$ cat src/rtl/riscv_ctrl_pkg.sv
// Shared definitions for the multicycle RV32I controller and register file:
// FSM state enum, opcode constants, control-field encodings and the
// per-state control decode used by the main FSM.
package riscv_ctrl_pkg;

    typedef enum logic [3:0] {
        S_FETCH,
        S_DECODE,
        S_MEMADR,
        S_MEMREAD,
        S_MEMWB,
        S_MEMWRITE,
        S_EXECUTER,
        S_EXECUTEI,
        S_ALUWB,
        S_BEQ,
        S_JAL
    } state_t;

    // Opcodes (Instr[6:0])
    localparam logic [6:0] OP_LW  = 7'b0000011;
    localparam logic [6:0] OP_SW  = 7'b0100011;
    localparam logic [6:0] OP_R   = 7'b0110011;
    localparam logic [6:0] OP_I   = 7'b0010011;
    localparam logic [6:0] OP_BEQ = 7'b1100011;
    localparam logic [6:0] OP_JAL = 7'b1101111;

    // ALUOp: 11 is unused by the FSM and decodes as add
    localparam logic [1:0] ALUOP_ADD   = 2'b00;
    localparam logic [1:0] ALUOP_SUB   = 2'b01;
    localparam logic [1:0] ALUOP_FUNCT = 2'b10;

    // alu_control
    localparam logic [2:0] ALU_ADD = 3'b000;
    localparam logic [2:0] ALU_SUB = 3'b001;
    localparam logic [2:0] ALU_AND = 3'b010;
    localparam logic [2:0] ALU_OR  = 3'b011;
    localparam logic [2:0] ALU_XOR = 3'b100;
    localparam logic [2:0] ALU_SLT = 3'b101;
    localparam logic [2:0] ALU_SLL = 3'b110;
    localparam logic [2:0] ALU_SRL = 3'b111;

    // imm_src
    localparam logic [1:0] IMM_I = 2'b00;
    localparam logic [1:0] IMM_S = 2'b01;
    localparam logic [1:0] IMM_B = 2'b10;
    localparam logic [1:0] IMM_J = 2'b11;

    // result_src
    localparam logic [1:0] RES_ALUOUT    = 2'b00;
    localparam logic [1:0] RES_DATA      = 2'b01;
    localparam logic [1:0] RES_ALURESULT = 2'b10;

    // alu_src_a / alu_src_b
    localparam logic [1:0] SRCA_PC    = 2'b00;
    localparam logic [1:0] SRCA_OLDPC = 2'b01;
    localparam logic [1:0] SRCA_A     = 2'b10;
    localparam logic [1:0] SRCB_WD    = 2'b00;
    localparam logic [1:0] SRCB_IMM   = 2'b01;
    localparam logic [1:0] SRCB_FOUR  = 2'b10;

    // Moore control bundle produced by each FSM state
    typedef struct packed {
        logic       adr_src;
        logic       ir_write;
        logic       mem_write;
        logic       reg_write;
        logic       pc_update;
        logic       branch;
        logic [1:0] alu_src_a;
        logic [1:0] alu_src_b;
        logic [1:0] result_src;
        logic [1:0] alu_op;
    } ctrl_t;

    // Control values asserted while the FSM sits in state s
    function automatic ctrl_t ctrl_for_state(input state_t s);
        ctrl_t c;
        c = '0;
        case (s)
            S_FETCH: begin
                c.ir_write   = 1'b1;
                c.alu_src_a  = SRCA_PC;
                c.alu_src_b  = SRCB_FOUR;
                c.alu_op     = ALUOP_ADD;
                c.result_src = RES_ALURESULT;
                c.pc_update  = 1'b1;
            end
            S_DECODE: begin
                c.alu_src_a = SRCA_OLDPC;
                c.alu_src_b = SRCB_IMM;
                c.alu_op    = ALUOP_ADD;
            end
            S_MEMADR: begin
                c.alu_src_a = SRCA_A;
                c.alu_src_b = SRCB_IMM;
                c.alu_op    = ALUOP_ADD;
            end
            S_MEMREAD: begin
                c.result_src = RES_ALUOUT;
                c.adr_src    = 1'b1;
            end
            S_MEMWB: begin
                c.result_src = RES_DATA;
                c.reg_write  = 1'b1;
            end
            S_MEMWRITE: begin
                c.result_src = RES_ALUOUT;
                c.adr_src    = 1'b1;
                c.mem_write  = 1'b1;
            end
            S_EXECUTER: begin
                c.alu_src_a = SRCA_A;
                c.alu_src_b = SRCB_WD;
                c.alu_op    = ALUOP_FUNCT;
            end
            S_EXECUTEI: begin
                c.alu_src_a = SRCA_A;
                c.alu_src_b = SRCB_IMM;
                c.alu_op    = ALUOP_FUNCT;
            end
            S_ALUWB: begin
                c.result_src = RES_ALUOUT;
                c.reg_write  = 1'b1;
            end
            S_BEQ: begin
                c.alu_src_a  = SRCA_A;
                c.alu_src_b  = SRCB_WD;
                c.alu_op     = ALUOP_SUB;
                c.result_src = RES_ALUOUT;
                c.branch     = 1'b1;
            end
            S_JAL: begin
                c.alu_src_a  = SRCA_OLDPC;
                c.alu_src_b  = SRCB_FOUR;
                c.alu_op     = ALUOP_ADD;
                c.result_src = RES_ALUOUT;
                c.pc_update  = 1'b1;
            end
            default: c = '0;
        endcase
        return c;
    endfunction

endpackage

$ cat src/rtl/register_file.sv
// 32x32 register file: two combinational read ports, one write port.
// x0 always reads zero. Read-during-write returns the old value.
// Optional feature macro: REGFILE_RESET_EN (reset clears every register).
module register_file
    import riscv_ctrl_pkg::*;
(
    input  logic        clk,
`ifdef REGFILE_RESET_EN
    input  logic        reset,
`endif
    input  logic        we3,
    input  logic [4:0]  a1,
    input  logic [4:0]  a2,
    input  logic [4:0]  a3,
    input  logic [31:0] wd3,
    output logic [31:0] rd1,
    output logic [31:0] rd2
);

    logic [31:0] regs_q [32];

`ifdef REGFILE_RESET_EN
    // Write port with synchronous clear of the whole array
    always_ff @(posedge clk) begin
        if (!reset) begin
            for (int unsigned i = 0; i < 32; i++) begin
                regs_q[i] <= '0;
            end
        end else if (we3 && (a3 != 5'd0)) begin
            regs_q[a3] <= wd3;
        end
    end
`else
    // Write port; x0 is never written
    always_ff @(posedge clk) begin
        if (we3 && (a3 != 5'd0)) begin
            regs_q[a3] <= wd3;
        end
    end
`endif

    // Combinational reads with x0 forced to zero
    always_comb begin
        rd1 = (a1 == 5'd0) ? '0 : regs_q[a1];
        rd2 = (a2 == 5'd0) ? '0 : regs_q[a2];
    end

endmodule

$ cat src/rtl/multicycle_ctrl_regfile.sv
// Control and register-file block of the multicycle RV32I core: main FSM,
// ALU decoder, immediate-source decoder and the 32x32 register file.
// Optional feature macro: REGFILE_RESET_EN (passed through to register_file).
module multicycle_ctrl_regfile
    import riscv_ctrl_pkg::*;
(
    input  logic        clk,
    input  logic        reset,
    input  logic [6:0]  op,
    input  logic [2:0]  funct3,
    input  logic        funct7b5,
    input  logic        zero,
    input  logic [4:0]  a1,
    input  logic [4:0]  a2,
    input  logic [4:0]  a3,
    input  logic [31:0] wd3,
    output logic [31:0] rd1,
    output logic [31:0] rd2,
    output logic [1:0]  imm_src,
    output logic [1:0]  alu_src_a,
    output logic [1:0]  alu_src_b,
    output logic [1:0]  result_src,
    output logic        adr_src,
    output logic [2:0]  alu_control,
    output logic        ir_write,
    output logic        pc_write,
    output logic        reg_write,
    output logic        mem_write
);

    state_t state_q, state_d;
    ctrl_t  ctrl_q, ctrl_d;

    // Next-state sequencing
    always_comb begin
        state_d = S_FETCH;
        case (state_q)
            S_FETCH:  state_d = S_DECODE;
            S_DECODE: begin
                case (op)
                    OP_LW, OP_SW: state_d = S_MEMADR;
                    OP_R:         state_d = S_EXECUTER;
                    OP_I:         state_d = S_EXECUTEI;
                    OP_BEQ:       state_d = S_BEQ;
                    OP_JAL:       state_d = S_JAL;
                    default:      state_d = S_FETCH;
                endcase
            end
            S_MEMADR:   state_d = (op == OP_LW) ? S_MEMREAD : S_MEMWRITE;
            S_MEMREAD:  state_d = S_MEMWB;
            S_MEMWB:    state_d = S_FETCH;
            S_MEMWRITE: state_d = S_FETCH;
            S_EXECUTER: state_d = S_ALUWB;
            S_EXECUTEI: state_d = S_ALUWB;
            S_ALUWB:    state_d = S_FETCH;
            S_BEQ:      state_d = S_FETCH;
            S_JAL:      state_d = S_ALUWB;
            default:    state_d = S_FETCH;
        endcase
    end

    // Control values for the state being entered; registering them keeps the
    // outputs Moore-timed with the state register
    always_comb begin
        ctrl_d = ctrl_for_state(state_d);
    end

    // State and registered control outputs; reset lands in FETCH
    always_ff @(posedge clk) begin
        if (!reset) begin
            state_q <= S_FETCH;
            ctrl_q  <= ctrl_for_state(S_FETCH);
        end else begin
            state_q <= state_d;
            ctrl_q  <= ctrl_d;
        end
    end

    // ALU decoder from ALUOp and instruction fields
    always_comb begin
        alu_control = ALU_ADD;
        case (ctrl_q.alu_op)
            ALUOP_ADD: alu_control = ALU_ADD;
            ALUOP_SUB: alu_control = ALU_SUB;
            ALUOP_FUNCT: begin
                case (funct3)
                    3'b000:  alu_control = (op[5] && funct7b5) ? ALU_SUB : ALU_ADD;
                    3'b001:  alu_control = ALU_SLL;
                    3'b010:  alu_control = ALU_SLT;
                    3'b100:  alu_control = ALU_XOR;
                    3'b101:  alu_control = ALU_SRL;
                    3'b110:  alu_control = ALU_OR;
                    3'b111:  alu_control = ALU_AND;
                    default: alu_control = ALU_ADD;
                endcase
            end
            default: alu_control = ALU_ADD;
        endcase
    end

    // Immediate format selected directly by opcode
    always_comb begin
        case (op)
            OP_SW:   imm_src = IMM_S;
            OP_BEQ:  imm_src = IMM_B;
            OP_JAL:  imm_src = IMM_J;
            default: imm_src = IMM_I;
        endcase
    end

    // Output mapping; pc_write also follows zero while in BEQ
    always_comb begin
        alu_src_a  = ctrl_q.alu_src_a;
        alu_src_b  = ctrl_q.alu_src_b;
        result_src = ctrl_q.result_src;
        adr_src    = ctrl_q.adr_src;
        ir_write   = ctrl_q.ir_write;
        reg_write  = ctrl_q.reg_write;
        mem_write  = ctrl_q.mem_write;
        pc_write   = ctrl_q.pc_update | (ctrl_q.branch & zero);
    end

    register_file u_register_file (
        .clk   (clk),
`ifdef REGFILE_RESET_EN
        .reset (reset),
`endif
        .we3   (reg_write),
        .a1    (a1),
        .a2    (a2),
        .a3    (a3),
        .wd3   (wd3),
        .rd1   (rd1),
        .rd2   (rd2)
    );

endmodule

$ cat config.mk
export PLATFORM = sky130hd
export DESIGN_NAME = multicycle_ctrl_regfile
export DESIGN_NICKNAME = d
export VERILOG_FILES = /design/src/rtl/riscv_ctrl_pkg.sv /design/src/rtl/register_file.sv /design/src/rtl/multicycle_ctrl_regfile.sv
export SDC_FILE = /design/constraint.sdc
export NUM_CORES = 1
export LEC_CHECK = 0
export CAP_MARGIN = 30
export CORE_MARGIN = 5
export CORE_UTILIZATION = 55
export CTS_CLUSTER_SIZE = 8
export DETAILED_ROUTE_END_ITERATION = 16
export PLACE_DENSITY = 0.8
export RECOVER_POWER = 25
export SYNTH_ARGS = -nofsm -noshare
export SYNTH_HDL_FRONTEND = slang
export SYNTH_HIERARCHICAL = 1
export SYNTH_SLANG_ARGS = --single-unit
$ cat constraint.sdc
create_clock -name clk -period 2.6 [get_ports clk]
set_input_delay 0.39 -clock clk [delete_from_list [all_inputs] [get_ports clk]]
set_output_delay 0.39 -clock clk [all_outputs]
set_load 0.005 [all_outputs]
# After elaboration in Yosys (flattened, before gate mapping)
# Memories as Yosys holds them, arrays and structs flattened.
# Cells that the tools add are included.
[op_classes]
eq_ne = 30
mux = 20
n_reduce_logical = 16
bitwise_logic = 2
[op_table]
columns = ["cell", "n"]
rows = [
  ["$mux W32", 2],
  ["$pmux W4 S5", 3],
  ["$eq A4 B3 Y1 const B", 6],
  ["$pmux W3 S7", 1],
  ["$eq A4 B2 Y1 const B", 4],
  ["$eq A4 B4 Y1 const B", 4],
  ["$eq A7 B6 Y1 const B", 2],
  ["$eq A7 B7 Y1 const B", 2],
  ["$reduce_or A2 Y1", 7],
  ["$eq A3 B3 Y1 const B", 4],
  ["$logic_not A5 Y1", 2],
  ["$mux W1", 9],
  ["$eq A4 B1 Y1 const B", 2],
  ["$logic_not A4 Y1", 2],
  ["$pmux W2 S2", 2],
  ["$eq A7 B2 Y1 const B", 1],
  ["$eq A7 B5 Y1 const B", 1],
  ["$pmux W2 S3", 1],
  ["$pmux W3 S2", 1],
  ["$reduce_bool A5 Y1", 1],
  ["$eq A3 B1 Y1 const B", 1],
  ["$eq A3 B2 Y1 const B", 1],
  ["$logic_not A3 Y1", 1],
  ["$mux W3", 1],
  ["other kinds (6)", 7],
]
[word_totals]
ramBits = 1024
n_memories = 1
regBits = 18
out_inout_bits = 80
[mem_list]
columns = ["name", "depth", "word_bits", "rd", "rd_clocked_by_memory_dff", "write_ports", "line", "rtl"]
rows = [
  ["u_register_file.regs_q", 32, 32, 2, 0, 1, "register_file.sv:20", "logic [31:0] regs_q [32];"],
]

# Longest topological paths before layout
[logic_depth]
ltp_word = 7
ltp_mapped = 8
ltp_nobuf = 5

# Cells and area by module
# Netlist, hierarchy kept.
[modules_own_cells]
columns = ["mod", "n_inst", "area_each_um2", "cells_per_inst"]
rows = [
  ["register_file", 1, 47929.7, 2564],
  ["multicycle_ctrl_regfile", 1, 965.9, 99],
]

# Least setup slack after synthesis
# Ideal clock, no wire load.
[synth_timing]
kind = "input to register"
startpoint = "in a3[1]"
endpoint = "mem u_register_file.regs_q[12][0], enable pin"
slack_ns = -0.210
cell_stages = 3
arrival_time_ns = 2.389
n_path_buf = 1
required_time_ns = 2.179
path_cell_list = "or3b_2 > clkbuf_1 > nor2_1"
[synth_via]
elab_chain_cells = 4
[synth_lines]
columns = ["item", "line", "rtl"]
rows = [
  ["from (decl)", "multicycle_ctrl_regfile.sv:15", "input logic [4:0] a3,"],
  ["$reduce_bool A5 Y1", "register_file.sv:36", "if (we3 && (a3 != 5'd0)) begin"],
  ["$logic_and A1 B1 Y1", "register_file.sv:36", ""],
  ["$mux W1", "register_file.sv:36", ""],
  ["$mux W1 (not written as such)", "register_file.sv:37", "regs_q[a3] <= wd3;"],
  ["to (decl)", "register_file.sv:20", ""],
]
# Parallel ways exist; a longest one is shown, timed or not.

==> run_results.csv <==
group,metric,value,unit
run_status,run_status,"finished with violations",
run_status,violations,"setup timing",
detailed_routing,wl,170,mm
setup_path,reg2reg_to,"u_register_file/regs_q[8][16]",
cells_and_area,syn2layout_area_growth,24.2,%
detailed_routing,firstDrtPassIters,7,
die,fp.dieW,308,um
detailed_routing,drcViolationCount,0,
setup_path,startpoint_type,"flip-flop",
sta,slew_headroom,1.66,%
yosys,yosysMostFrequentCell,"edfxtp_1",
cells_and_area,drive_gt1_share,41.0,%
sta,worst_pin_slew,1480,ps
setup_path,critPathMaxFanout,2,
setup_path,critPathArrivalTime,2600,ps
global_routing,grt_pass1_wl,240,mm
hold_path,hp-start,"reset",
sta,finalSetupViolCount,64,
sta,setup_ws,-386,ps
placement,post-place-ws,-709,ps
yosys,ys_top_cells_by_area,"edfxtp_1 (63%), mux4_2 (14%), mux2i_1 (6.6%)",
die,die_y,308,um
detailed_routing,dr_total_vias,34100,
yosys,synth_warnings,6,
placement,dp.final_hpwl,99.2,mm
die,die_area,95000,um^2
power_and_ir_drop,powerDensity,655,nW/um^2
power_and_ir_drop,p_seq_share,46.7,%
yosys,async_reset_ff_share,0,%
cts,cts.htree.levels,4,
power_and_ir_drop,switching_share,23.5,%
cells_and_area,regArea,31100,um^2
global_routing,grt.overflow.total,0,
placement,port_buffers,140,
die,rows,109,
global_routing,track_usage,35.1,%
cells_and_area,final_area,60700,um^2
sta,slew_viol_final,0,
cts,root_buffer,"clkbuf_16",
run,maxCapViolCount,0,
cts,cts_hold_buffers,0,
detailed_routing,drt-initial-drc-count,5993,
power_and_ir_drop,p_clk_share,43.8,%
yosys,synth_top_cell_area_share,62.9,%
sta,finClkSkew,19.9,ps
yosys,synth_cells,2663,
yosys,postSynthAreaPerCell,18.4,um^2
cts,clockBufferDepth,3,
setup_path,rrSetupSlack,500,ps
hold_path,whs_endpoint,"ir_write",
global_routing,antenna_found_initial,5,
cells_and_area,nNetsFinal,3297,
setup_path,r2r_start,"reg_write",
power_and_ir_drop,p_int,0.0304,W
power_and_ir_drop,ir_drop,0.593,mV
sta,max_freq,335,MHz
sta,layout_worst_path_cycle_share,115,%
detailed_routing,antenna_left,0,
sta,grt_setup_unrepaired,"yes",
yosys,synth_cell_types,68,
yosys,seq_area_frac_synth,63.6,%
global_routing,first_global_vias,34600,
hold_path,min_path_cells,2,
power_and_ir_drop,leakage,20.7,nW
cts,numCtsBuffers,148,
sta,fin_crit,2990,ps
die,initial_core_util,55.3,%
die,ios,141,
detailed_routing,viasPerCell,7.70,
yosys,synth_flop_cell,"edfxtp_1",
yosys,synthTopCellsByCount,"edfxtp_1 (1024), mux2i_1 (322), mux4_2 (298)",
die,core_area,88400,um^2
cells_and_area,multiInputGateArea,18200,um^2
cts,path_clk_slew,50,ps
sta,hold_viol,0,
setup_path,reg2reg_depth,3,
cts,clock_insertion_delay_worst_skew,750,ps
setup_path,worstPathRequired,2210,ps
setup_path,crit_type,"flip-flop to output port",
placement,place_area,55200,um^2
yosys,synthesis.area,48900,um^2
setup_path,critPathCaptureType,"output port",
hold_path,min_path_type,"input port to flip-flop",
placement,gp_congestion,0.938,
detailed_routing,wl_per_cell,38.3,um
power_and_ir_drop,netSwitchingPower,0.00934,W
global_routing,grt_max_degree,47,
cells_and_area,fillers,5175,
cts,cts_sinks,1041,
yosys,synth_edf_count,1024,
sta,tns,-13230,ps
power_and_ir_drop,combPwrFrac,9.6,%
yosys,yosys_register_bits,1041,
cts,cts_tree,"yes",
yosys,yosys.area.top_type,"edfxtp_1",
==> power by group through the flow <==
| stage | Clock, W | Sequential [W] | Combinational, W |
|---|---|---|---|
| after floorplan | 0 | 0.0188 | 0.00177 |
| after CTS | 0.0174 | 0.0185 | 0.00363 |
| after global placement | 0 | 0.0189 | 0.00338 |
| final | 0.0174 | 0.0186 | 0.00380 |
| after detailed placement | 0 | 0.0189 | 0.00347 |
| after global routing | 0.0183 | 0.0185 | 0.00390 |
==> worst max-delay path by stage <==
stage                                              start  cells after the start  slack (ps)                       endpoint
after detailed placement                           a1[1]                     10        -710                         rd1[0]
after floorplan                                    a3[1]                      3        -210  u_register_file/regs_q[12][0]
after global routing      u_register_file/regs_q[25][19]                      5        -380                        rd2[19]
final                      u_register_file/regs_q[9][14]                      5        -390                        rd2[14]
after CTS                 u_register_file/regs_q[24][25]                      5        -390                        rd2[25]
after global placement                             a1[1]                     10        -720                         rd1[0]
==> what timing repair did <==
| item | CTS | global route |
|---|---|---|
| gates resized for setup | 547 | 53 |
| cloned | 1 | 0 |
| buffers inserted | 54 | 36 |
| setup endpoints to repair | 66 | 66 |
| pin swaps | 70 | 64 |
==> metrics by stage <==
step                      total power (W)  util, %  cells  hold WS [ps]
after detailed placement           0.0223     62.5   4179           764
after floorplan                    0.0206        -   2694           466
after global routing               0.0407     68.7   4429           340
after CTS                          0.0396     68.1   4394           307
after global placement             0.0222     62.5   4179           746
final                              0.0398     68.7   4430           340
==> final cells by class <==
| type | instances | share of cell area [%] |
|---|---|---|
| repair buffers | 615 | 9.68 |
| clock inverters | 17 | 0.565 |
| well taps | 1165 | 2.40 |
| multi-input cells | 1421 | 29.9 |
| clock buffers | 163 | 6.19 |
| inverters | 7 | 0.0453 |
| flip-flops and latches | 1041 | 51.2 |
| diodes | 1 | 0.00412 |
==> cells in the final DEF, fill, tap and decap left out, types with 6 or more instances in the layout <==
cell                n
clkinv_16           7
buf_4             356
buf_12             99
nand2_1            86
a311oi_1           10
conb_1             32
nor2_1             13
a221oi_2           15
mux2_2             10
o21ai_1            12
a211oi_2           53
o221ai_1           64
a311oi_2           17
clkdlybuf4s50_1    45
dfxtp_1            17
a221oi_4           21
nand3b_1            7
a221oi_1           20
dlygate4sd3_1      19
o21ai_0            17
nor2_4             33
buf_2              64
o21ai_4             9
buf_6               7
nand4_1            33
a22oi_2            11
nor2b_1            31
clkbuf_16         148
mux2_4             55
a22oi_1            53
a211oi_4            6
clkbuf_1           34
mux4_2            349
edfxtp_1         1024
o21ai_2            21
a21oi_1            37
nor2b_4             6
mux2i_1           322
==> registers in the layout, summed over array words and instances (netlist names) <==
name / count
adr_src: 1
alu_src_a: 2
alu_src_b: 2
ctrl_q: 4
ir_write: 1
mem_write: 1
reg_write: 1
result_src: 1
state_q: 4
u_register_file/regs_q: 1024
==> layer usage <==
metal	track usage (%)	share of wire, %	vias to the layer above
met5	0	0.022	-
met4	22.0	8.2	4
met3	11.6	16	1010
met2	53.9	45	3813
met1	43.6	30	16800
li1	-	-	12500
==> worst max-delay path: stages (launching register included) <==
cell      delay (ps)
edfxtp_1         470
mux4_2           540
mux2_4           310
a221oi_4         260
a211oi_2          80
buf_2            170
==> kinds of logic after synthesis <==
family | Yosys count | synth area share (%)
flops | 1041 | 63.6
mux | 739 | 24.7
compound gates | 399 | 6.37
simple gates | 248 | 2.68
buf+inv | 232 | 2.57
fa+ha+maj | 2 | 0.0512
other cells | 1 | 0.00767
xor+xnor | 1 | 0.0179
(Power assumes the default switching activity.)
